**src/rtl/ddr_read_arbiter_if.sv**
```systemverilog
// Avalon-MM read port bundle: address/read command, waitrequest stall,
// and the readdata/readdatavalid return path.
// Ports (master view): out addr, read; in waitrequest, readdata, readdatavalid.
interface ddr_read_arbiter_if #(
    parameter int ADDR_W = 32,
    parameter int DATA_W = 16
);
    logic [ADDR_W-1:0] addr;
    logic              read;
    logic              waitrequest;
    logic [DATA_W-1:0] readdata;
    logic              readdatavalid;

    modport master (
        output addr, read,
        input  waitrequest, readdata, readdatavalid
    );

    modport slave (
        input  addr, read,
        output waitrequest, readdata, readdatavalid
    );
endinterface

```
**src/rtl/ddr_read_arbiter.sv**
```systemverilog
// Shares one DDR3 Avalon-MM read port between two read requesters.
// Round-robin grant, lock across DDR stalls, and an in-order ID FIFO
// that routes each returned word back to the requester that issued it.
// Ports: clk, reset (sync, active-high); m0/m1 slave read ports;
//   ddr master read port; pending = reads in flight;
//   err_orphan = sticky, a response arrived with nothing outstanding.
// Macro DDR_ARB_PRIORITY_M0_EN: requester 0 wins every contended cycle.
module ddr_read_arbiter #(
    parameter int ADDR_W          = 32,
    parameter int DATA_W          = 16,
    parameter int MAX_OUTSTANDING = 8,
    localparam int PTR_W = $clog2(MAX_OUTSTANDING),
    localparam int CNT_W = PTR_W + 1
) (
    input  logic               clk,
    input  logic               reset,
    ddr_read_arbiter_if.slave  m0,
    ddr_read_arbiter_if.slave  m1,
    ddr_read_arbiter_if.master ddr,
    output logic [CNT_W-1:0]   pending,
    output logic               err_orphan
);

    typedef enum logic [1:0] {
        ST_OPEN,
        ST_LOCK0,
        ST_LOCK1
    } lock_state_t;

    lock_state_t state_q, state_d;

    logic                       last_grant;
    logic                       gnt_vld;
    logic                       gnt_id;
    logic                       full;
    logic                       empty;
    logic                       accept;
    logic                       pop;
    logic                       head;
    logic                       cmd_read;
    logic [ADDR_W-1:0]          addr_sel;

    logic [MAX_OUTSTANDING-1:0] id_mem;
    logic [PTR_W-1:0]           wr_ptr;
    logic [PTR_W-1:0]           rd_ptr;

    logic                       v0_q;
    logic                       v1_q;
    logic [DATA_W-1:0]          rd0_q;
    logic [DATA_W-1:0]          rd1_q;

    assign full  = (pending == CNT_W'(MAX_OUTSTANDING));
    assign empty = (pending == '0);

    always_ff @(posedge clk) begin
        if (reset) begin
            state_q <= ST_OPEN;
        end else begin
            state_q <= state_d;
        end
    end

    // Grant selection and lock tracking. A stalled command keeps its
    // requester locked so the address seen by the DDR port cannot change
    // until the command is taken.
    always_comb begin
        state_d  = ST_OPEN;
        gnt_vld  = 1'b0;
        gnt_id   = 1'b0;
        cmd_read = 1'b0;
        if (!full) begin
            unique case (state_q)
                ST_LOCK0: begin
                    gnt_vld = 1'b1;
                    gnt_id  = 1'b0;
                end
                ST_LOCK1: begin
                    gnt_vld = 1'b1;
                    gnt_id  = 1'b1;
                end
                default: begin
                    if (m0.read && m1.read) begin
                        gnt_vld = 1'b1;
`ifdef DDR_ARB_PRIORITY_M0_EN
                        gnt_id  = 1'b0;
`else
                        gnt_id  = ~last_grant;
`endif
                    end else if (m0.read) begin
                        gnt_vld = 1'b1;
                        gnt_id  = 1'b0;
                    end else if (m1.read) begin
                        gnt_vld = 1'b1;
                        gnt_id  = 1'b1;
                    end
                end
            endcase
        end
        if (gnt_vld) begin
            cmd_read = gnt_id ? m1.read : m0.read;
        end
        if (cmd_read && ddr.waitrequest) begin
            state_d = gnt_id ? ST_LOCK1 : ST_LOCK0;
        end
    end

    // gnt_id is 0 whenever nothing is granted, so idle cycles present m0_addr.
    assign addr_sel = gnt_id ? m1.addr : m0.addr;

    assign ddr.addr = addr_sel;
    assign ddr.read = cmd_read;

    assign m0.waitrequest = !(gnt_vld && !gnt_id) || ddr.waitrequest;
    assign m1.waitrequest = !(gnt_vld &&  gnt_id) || ddr.waitrequest;

    assign accept = cmd_read && !ddr.waitrequest;
    assign pop    = ddr.readdatavalid && !empty;
    assign head   = id_mem[rd_ptr];

    always_ff @(posedge clk) begin
        if (accept) begin
            id_mem[wr_ptr] <= gnt_id;
        end
    end

    always_ff @(posedge clk) begin
        if (reset) begin
            wr_ptr     <= '0;
            rd_ptr     <= '0;
            pending    <= '0;
            last_grant <= 1'b1;
            err_orphan <= 1'b0;
            v0_q       <= 1'b0;
            v1_q       <= 1'b0;
            rd0_q      <= '0;
            rd1_q      <= '0;
        end else begin
            if (accept) begin
                wr_ptr     <= wr_ptr + 1'b1;
                last_grant <= gnt_id;
            end
            if (pop) begin
                rd_ptr <= rd_ptr + 1'b1;
            end
            if (accept && !pop) begin
                pending <= pending + 1'b1;
            end else if (pop && !accept) begin
                pending <= pending - 1'b1;
            end
            if (ddr.readdatavalid && empty) begin
                err_orphan <= 1'b1;
            end
            v0_q <= pop && !head;
            v1_q <= pop && head;
            if (pop && !head) begin
                rd0_q <= ddr.readdata;
            end
            if (pop && head) begin
                rd1_q <= ddr.readdata;
            end
        end
    end

    assign m0.readdatavalid = v0_q;
    assign m1.readdatavalid = v1_q;
    assign m0.readdata      = rd0_q;
    assign m1.readdata      = rd1_q;

endmodule

```
**src/flat_wrapper.sv**
```systemverilog
// flat-port wrapper written by rule: the top's interface ports become plain ports
module ddr_read_arbiter_flat 
#(
    parameter int ADDR_W          = 32,
    parameter int DATA_W          = 16,
    parameter int MAX_OUTSTANDING = 8,
    localparam int PTR_W = $clog2(MAX_OUTSTANDING),
    localparam int CNT_W = PTR_W + 1
)
  (clk, reset, pending, err_orphan, m0_addr, m0_read, m0_waitrequest, m0_readdata, m0_readdatavalid, m1_addr, m1_read, m1_waitrequest, m1_readdata, m1_readdatavalid, ddr_addr, ddr_read, ddr_waitrequest, ddr_readdata, ddr_readdatavalid);
  ddr_read_arbiter_if #(.ADDR_W(ADDR_W), .DATA_W(DATA_W)) m0_i ();
  ddr_read_arbiter_if #(.ADDR_W(ADDR_W), .DATA_W(DATA_W)) m1_i ();
  ddr_read_arbiter_if #(.ADDR_W(ADDR_W), .DATA_W(DATA_W)) ddr_i ();
  input  logic clk;
  input  logic reset;
  output logic [CNT_W-1:0] pending;
  output logic err_orphan;
  input wire logic [$bits(m0_i.addr)-1:0] m0_addr;
  input wire logic [$bits(m0_i.read)-1:0] m0_read;
  output wire logic [$bits(m0_i.waitrequest)-1:0] m0_waitrequest;
  output wire logic [$bits(m0_i.readdata)-1:0] m0_readdata;
  output wire logic [$bits(m0_i.readdatavalid)-1:0] m0_readdatavalid;
  input wire logic [$bits(m1_i.addr)-1:0] m1_addr;
  input wire logic [$bits(m1_i.read)-1:0] m1_read;
  output wire logic [$bits(m1_i.waitrequest)-1:0] m1_waitrequest;
  output wire logic [$bits(m1_i.readdata)-1:0] m1_readdata;
  output wire logic [$bits(m1_i.readdatavalid)-1:0] m1_readdatavalid;
  output wire logic [$bits(ddr_i.addr)-1:0] ddr_addr;
  output wire logic [$bits(ddr_i.read)-1:0] ddr_read;
  input wire logic [$bits(ddr_i.waitrequest)-1:0] ddr_waitrequest;
  input wire logic [$bits(ddr_i.readdata)-1:0] ddr_readdata;
  input wire logic [$bits(ddr_i.readdatavalid)-1:0] ddr_readdatavalid;
  assign m0_i.addr = m0_addr;
  assign m0_i.read = m0_read;
  assign m0_waitrequest = m0_i.waitrequest;
  assign m0_readdata = m0_i.readdata;
  assign m0_readdatavalid = m0_i.readdatavalid;
  assign m1_i.addr = m1_addr;
  assign m1_i.read = m1_read;
  assign m1_waitrequest = m1_i.waitrequest;
  assign m1_readdata = m1_i.readdata;
  assign m1_readdatavalid = m1_i.readdatavalid;
  assign ddr_addr = ddr_i.addr;
  assign ddr_read = ddr_i.read;
  assign ddr_i.waitrequest = ddr_waitrequest;
  assign ddr_i.readdata = ddr_readdata;
  assign ddr_i.readdatavalid = ddr_readdatavalid;
  ddr_read_arbiter #(.ADDR_W(ADDR_W), .DATA_W(DATA_W), .MAX_OUTSTANDING(MAX_OUTSTANDING)) u_core (.clk(clk), .reset(reset), .m0(m0_i), .m1(m1_i), .ddr(ddr_i), .pending(pending), .err_orphan(err_orphan));
endmodule
```
**config.mk**
```make
export PLATFORM = sky130hd
export DESIGN_NAME = ddr_read_arbiter_flat
export DESIGN_NICKNAME = d
export VERILOG_FILES = /design/src/rtl/ddr_read_arbiter_if.sv /design/src/rtl/ddr_read_arbiter.sv /design/src/flat_wrapper.sv
export SDC_FILE = /design/constraint.sdc
export NUM_CORES = 1
export LEC_CHECK = 0
export BUFFER_PORTS_ARGS = -buffer_cell sky130_fd_sc_hd__buf_4
export CAP_MARGIN = 0
export CORE_ASPECT_RATIO = 0.5
export CORE_MARGIN = 2
export CORE_UTILIZATION = 45
export CTS_CLUSTER_DIAMETER = 40
export CTS_CLUSTER_SIZE = 25
export DETAILED_ROUTE_END_ITERATION = 6
export GPL_TIMING_DRIVEN = 0
export PLACE_DENSITY = 0.79
export SLEW_MARGIN = 15
export SYNTH_ARGS = -nofsm -noshare
export SYNTH_HDL_FRONTEND = slang
export SYNTH_SLANG_ARGS = --single-unit
```
**constraint.sdc**
```tcl
create_clock -name clk -period 3.2 [get_ports clk]
set_input_delay 0.16 -clock clk [delete_from_list [all_inputs] [get_ports clk]]
set_output_delay 0.16 -clock clk [all_outputs]
set_load 0.02 [all_outputs]
```
==> out/qor.csv <==
stage,metric,value,unit
outcome,run_status,"finished, final reports clean",
clock_network,cts_tree,done,
route,wl_per_cell,14.3,um
worst_setup_path,worst_path_buffer_plus_inverter_count,3,
route,drt.antenna.violating_nets,0,
worst_setup_path,cp_data_arrival_time,3.08,ns
power_and_ir_drop,leakagePower,0.00204,uW
timing,finalHoldViolations,0,
placement,buffer_ports.inserted,158,
power_and_ir_drop,switching_share,36.2,%
global_routing,gr-total-overflow,0,
clock_network,ctsLongestPathBuffers,2,
placement,placed_cells,522,
power_and_ir_drop,combPwrFrac,47.6,%
global_routing,vias_in_the_first_global_route,2592,
worst_setup_path,timing.critical_path.required,3.37,ns
timing,rsz_0062_raised_after_global_routing,no,
synthesis,synthesis.area,2890,um^2
route,detailedRoute.firstPassIterationCount,4,
synthesis,synth_cell_type_count,41,
floorplanning,die_x,117,um
route,num_vias,2555,
global_routing,grt_first_pass_wirelength,11800,um
finish,final_cell_mix,"sky130_fd_sc_hd__buf_4 (160), sky130_fd_sc_hd__nand2_1 (53), sky130_fd_sc_hd__dfxtp_1 (48), sky130_fd_sc_hd__mux2i_1 (41), sky130_fd_sc_hd__mux2_2 (33)",
clock_network,tritoncts.num_buffers,5,
timing,fmaxAchievable,344,MHz
worst_setup_path,slowest_delay,0.41,ns
worst_setup_path,critical_path.max_fanout,4,
finish,fillerInstances,478,
placement,gp_congestion,0.870,
finish,most_common_cell_after_layout_fill_and_taps_aside,sky130_fd_sc_hd__buf_4,
power_and_ir_drop,cell_internal_pwr,1810,uW
synthesis,avgSynthCellArea,10.5,um^2
route,drt-vias-per-instance,4.81,
worst_setup_path,critical_path.cell_chain,inv_1 > ha_1 > inv_1 > a2111oi_4 > ha_1 > inv_1 > ha_1 > a21o_2 > a21oi_1 > mux2i_1 > mux2_2,
timing,max_slew_margin,59.3,%
worst_setup_path,worst_path_max_delay_cell,sky130_fd_sc_hd__a2111oi_4,
floorplanning,ios,160,
run,maxCapViolCount,0,
floorplanning,design.die.area,7110,um^2
power_and_ir_drop,pwr-share-seq,34.2,%
floorplanning,placement_rows,20,
synthesis,syn_inst,276,
finish,finalNetCount,535,
synthesis,syn_nets,369,
synthesis,synth_largest_type_area_fraction,33.3,%
placement,place.detailed.hpwl,6160,um
clock_network,clk_pin_slew,0.06,ns
synthesis,ys_seq_elements,56,
clock_network,post_cts.resized_instances,0,
min_path,holdCritPathClass,in -> reg,
timing,least_margin_pin_slew,0.609,ns
route,post-route-drc-count,0,
clock_network,cts_htree_levels,2,
power_and_ir_drop,cellPowerDensity,656,nW/um^2
timing,setup_viol,0,
power_and_ir_drop,ir_drop,0.000286,V
global_routing,pin_count_of_the_biggest_net_entering_global_routing,18,
route,drt_iter0_markers,100,
clock_network,clk_root_buffer_cell,sky130_fd_sc_hd__clkbuf_16,
floorplanning,start_util,47.1,%
clock_network,cts_setup_buffers,0,
power_and_ir_drop,net-switching-power,1030,uW
finish,post_layout_nonfiller_instances,531,
timing,finalWorstPathRequiredPeriod,2.91,ns
power_and_ir_drop,p_clk_share,18.2,%
clock_network,postCtsHoldBufs,0,
route,routed_wl,7570,um
floorplanning,die_height,60.6,um
synthesis,synth_top_area_cell,sky130_fd_sc_hd__dfxtp_1,
synthesis,synth.yosys.seq_area_share,41.6,%
worst_setup_path,critPathKind,reg -> reg,
worst_setup_path,end_kind,flip-flop,
timing,period_share,90.8,%
clock_network,number_of_sinks_driven_by_the_clock_tree,56,
timing,final_total_negative_setup_slack,0,ns
finish,area_growth_from_synthesis_to_final_layout,50.1,%
global_routing,total_routing_resource_utilization_after_global_routing,21.2,%
worst_setup_path,critPathTopFamily,adder cells,
global_routing,number_of_antenna_violations_at_the_first_check_in_global_routing,0,
finish,layout-drive-gt1-share,50.3,%
timing,clock-skew-final,0.00764,ns
finish,num_antenna_cells,0,
timing,slew_violations,0,
floorplanning,core_area,6130,um^2
synthesis,synth_warnings,0,
synthesis,yosys-top-cells-area,"sky130_fd_sc_hd__dfxtp_1 (33%), sky130_fd_sc_hd__mux2i_1 (14%), sky130_fd_sc_hd__mux2_2 (13%)",
worst_setup_path,worst_setup_sp_type,flip-flop,
clock_network,insertion_delay,0.29,ns
## state kept, by name (all words and copies together), names as in the netlist, 2 cells and up
signal              cells
u_core.m1.readdata     16
u_core.state_q          2
u_core.m0.readdata     16
u_core.rd_ptr           3
u_core.wr_ptr           3
u_core.pending          4
u_core.id_mem           8
## through the flow
| stage | power, uW | cell area, um^2 | util (%) | hold WS (ns) | worst slack (ns) |
|---|---|---|---|---|---|
| 4_1_cts | 2860 | 4320 | 70.5 | 0.153 | 0.00772 |
| 3_3_place_gp | 2290 | 4180 | 68.2 | 0.419 | 0.184 |
| 6_report | 2840 | 4330 | 70.6 | 0.151 | 0.293 |
| 5_1_grt | 2990 | 4330 | 70.6 | 0.162 | 0.175 |
| 2_1_floorplan | 1850 | 2890 | - | 0.301 | 0.277 |
| 3_5_place_dp | 2340 | 4180 | 68.2 | 0.449 | 0.0162 |
## per-layer routing
metal  up-vias  part of all wire, %  track usage, %  routed length [um]
met1      1193                   41            23.3                3090
met3         5                  5.1            4.00                 383
met5         -                    0               0                   0
met2        73                   53            43.1                4050
li1       1284                    -               -                   -
met4         0                 0.63            5.04                  48
## path summary, 6_finish.rpt
kind	start	to	slack, ns	depth (start not counted)
max	u_core.state_q[0]$_SDFF_PP0_	u_core.pending[3]$_SDFFE_PP0P_	0.29	11
min	ddr_readdatavalid	u_core.err_orphan$_SDFFE_PP0P_	0.15	3
max reg2reg	u_core.state_q[0]$_SDFF_PP0_	u_core.pending[3]$_SDFFE_PP0P_	0.29	11
min reg2reg	u_core.m1.readdata[8]$_SDFFE_PP0P_	u_core.m1.readdata[8]$_SDFFE_PP0P_	0.46	2
## power groups by stage
stage               Sequential [uW]  Clock (uW)  Combinational, uW
floorplan                      1100           0                744
global placement                975           0               1310
detailed placement              985           0               1360
CTS                             971         523               1360
global route                    988         556               1450
finish                          971         518               1350
## cells by family after synthesis
kind of cell	share of synthesized area (%)
AND/OR/NAND/NOR	15.8
AO/OA/AOI/OAI	5.59
multiplexers	27.1
buffers and inverters	5.33
adder cells (fa/ha/maj)	3.30
XOR/XNOR	1.21
flip-flops	41.6
## cells in the mapped netlist
cell type,number
sky130_fd_sc_hd__nor3_2,1
sky130_fd_sc_hd__and4b_1,1
sky130_fd_sc_hd__nand2b_2,1
sky130_fd_sc_hd__o41ai_4,1
sky130_fd_sc_hd__a21o_2,1
sky130_fd_sc_hd__xor2_1,2
sky130_fd_sc_hd__inv_1,5
sky130_fd_sc_hd__nor3_1,2
sky130_fd_sc_hd__nor4_1,1
sky130_fd_sc_hd__nand2_1,53
sky130_fd_sc_hd__nand4b_4,1
sky130_fd_sc_hd__a31o_2,2
sky130_fd_sc_hd__buf_4,1
sky130_fd_sc_hd__buf_6,5
sky130_fd_sc_hd__buf_8,1
sky130_fd_sc_hd__a211o_1,1
sky130_fd_sc_hd__mux2_2,33
sky130_fd_sc_hd__a31oi_1,1
sky130_fd_sc_hd__or3_1,1
sky130_fd_sc_hd__a211oi_1,2
sky130_fd_sc_hd__a21oi_1,5
sky130_fd_sc_hd__nor2b_1,3
sky130_fd_sc_hd__nand3b_1,1
sky130_fd_sc_hd__nand3_1,2
sky130_fd_sc_hd__inv_2,1
sky130_fd_sc_hd__a2111oi_4,1
sky130_fd_sc_hd__nand2b_1,3
sky130_fd_sc_hd__mux2i_1,41
sky130_fd_sc_hd__fa_1,1
sky130_fd_sc_hd__clkbuf_8,2
sky130_fd_sc_hd__a22oi_2,1
sky130_fd_sc_hd__dfxtp_1,48
sky130_fd_sc_hd__xnor2_1,2
sky130_fd_sc_hd__edfxtp_1,8
sky130_fd_sc_hd__nor2_2,1
sky130_fd_sc_hd__a31oi_2,1
sky130_fd_sc_hd__nor2_1,26
sky130_fd_sc_hd__ha_1,6
sky130_fd_sc_hd__clkbuf_1,4
sky130_fd_sc_hd__nor4b_4,1
sky130_fd_sc_hd__buf_2,2
## area by class of cell
cell class                      count  area [um^2]  share of cell area (%)
Multi-Input combinational cell    199         1530                    35.3
Sequential cell                    56         1200                    27.7
Timing Repair Buffer              159         1190                    27.6
Buffer                             15          131                    3.03
Clock buffer                        6          129                    2.98
Tap cell                           88          110                    2.54
Inverter                            6         22.5                   0.520
Clock inverter                      2         12.5                   0.289
## tightest hold or removal path: stages
cell                      delay [ns]
sky130_fd_sc_hd__buf_4          0.10
sky130_fd_sc_hd__a21oi_1        0.06
sky130_fd_sc_hd__nor2_1         0.08
Power figures use the tool's default switching activity.
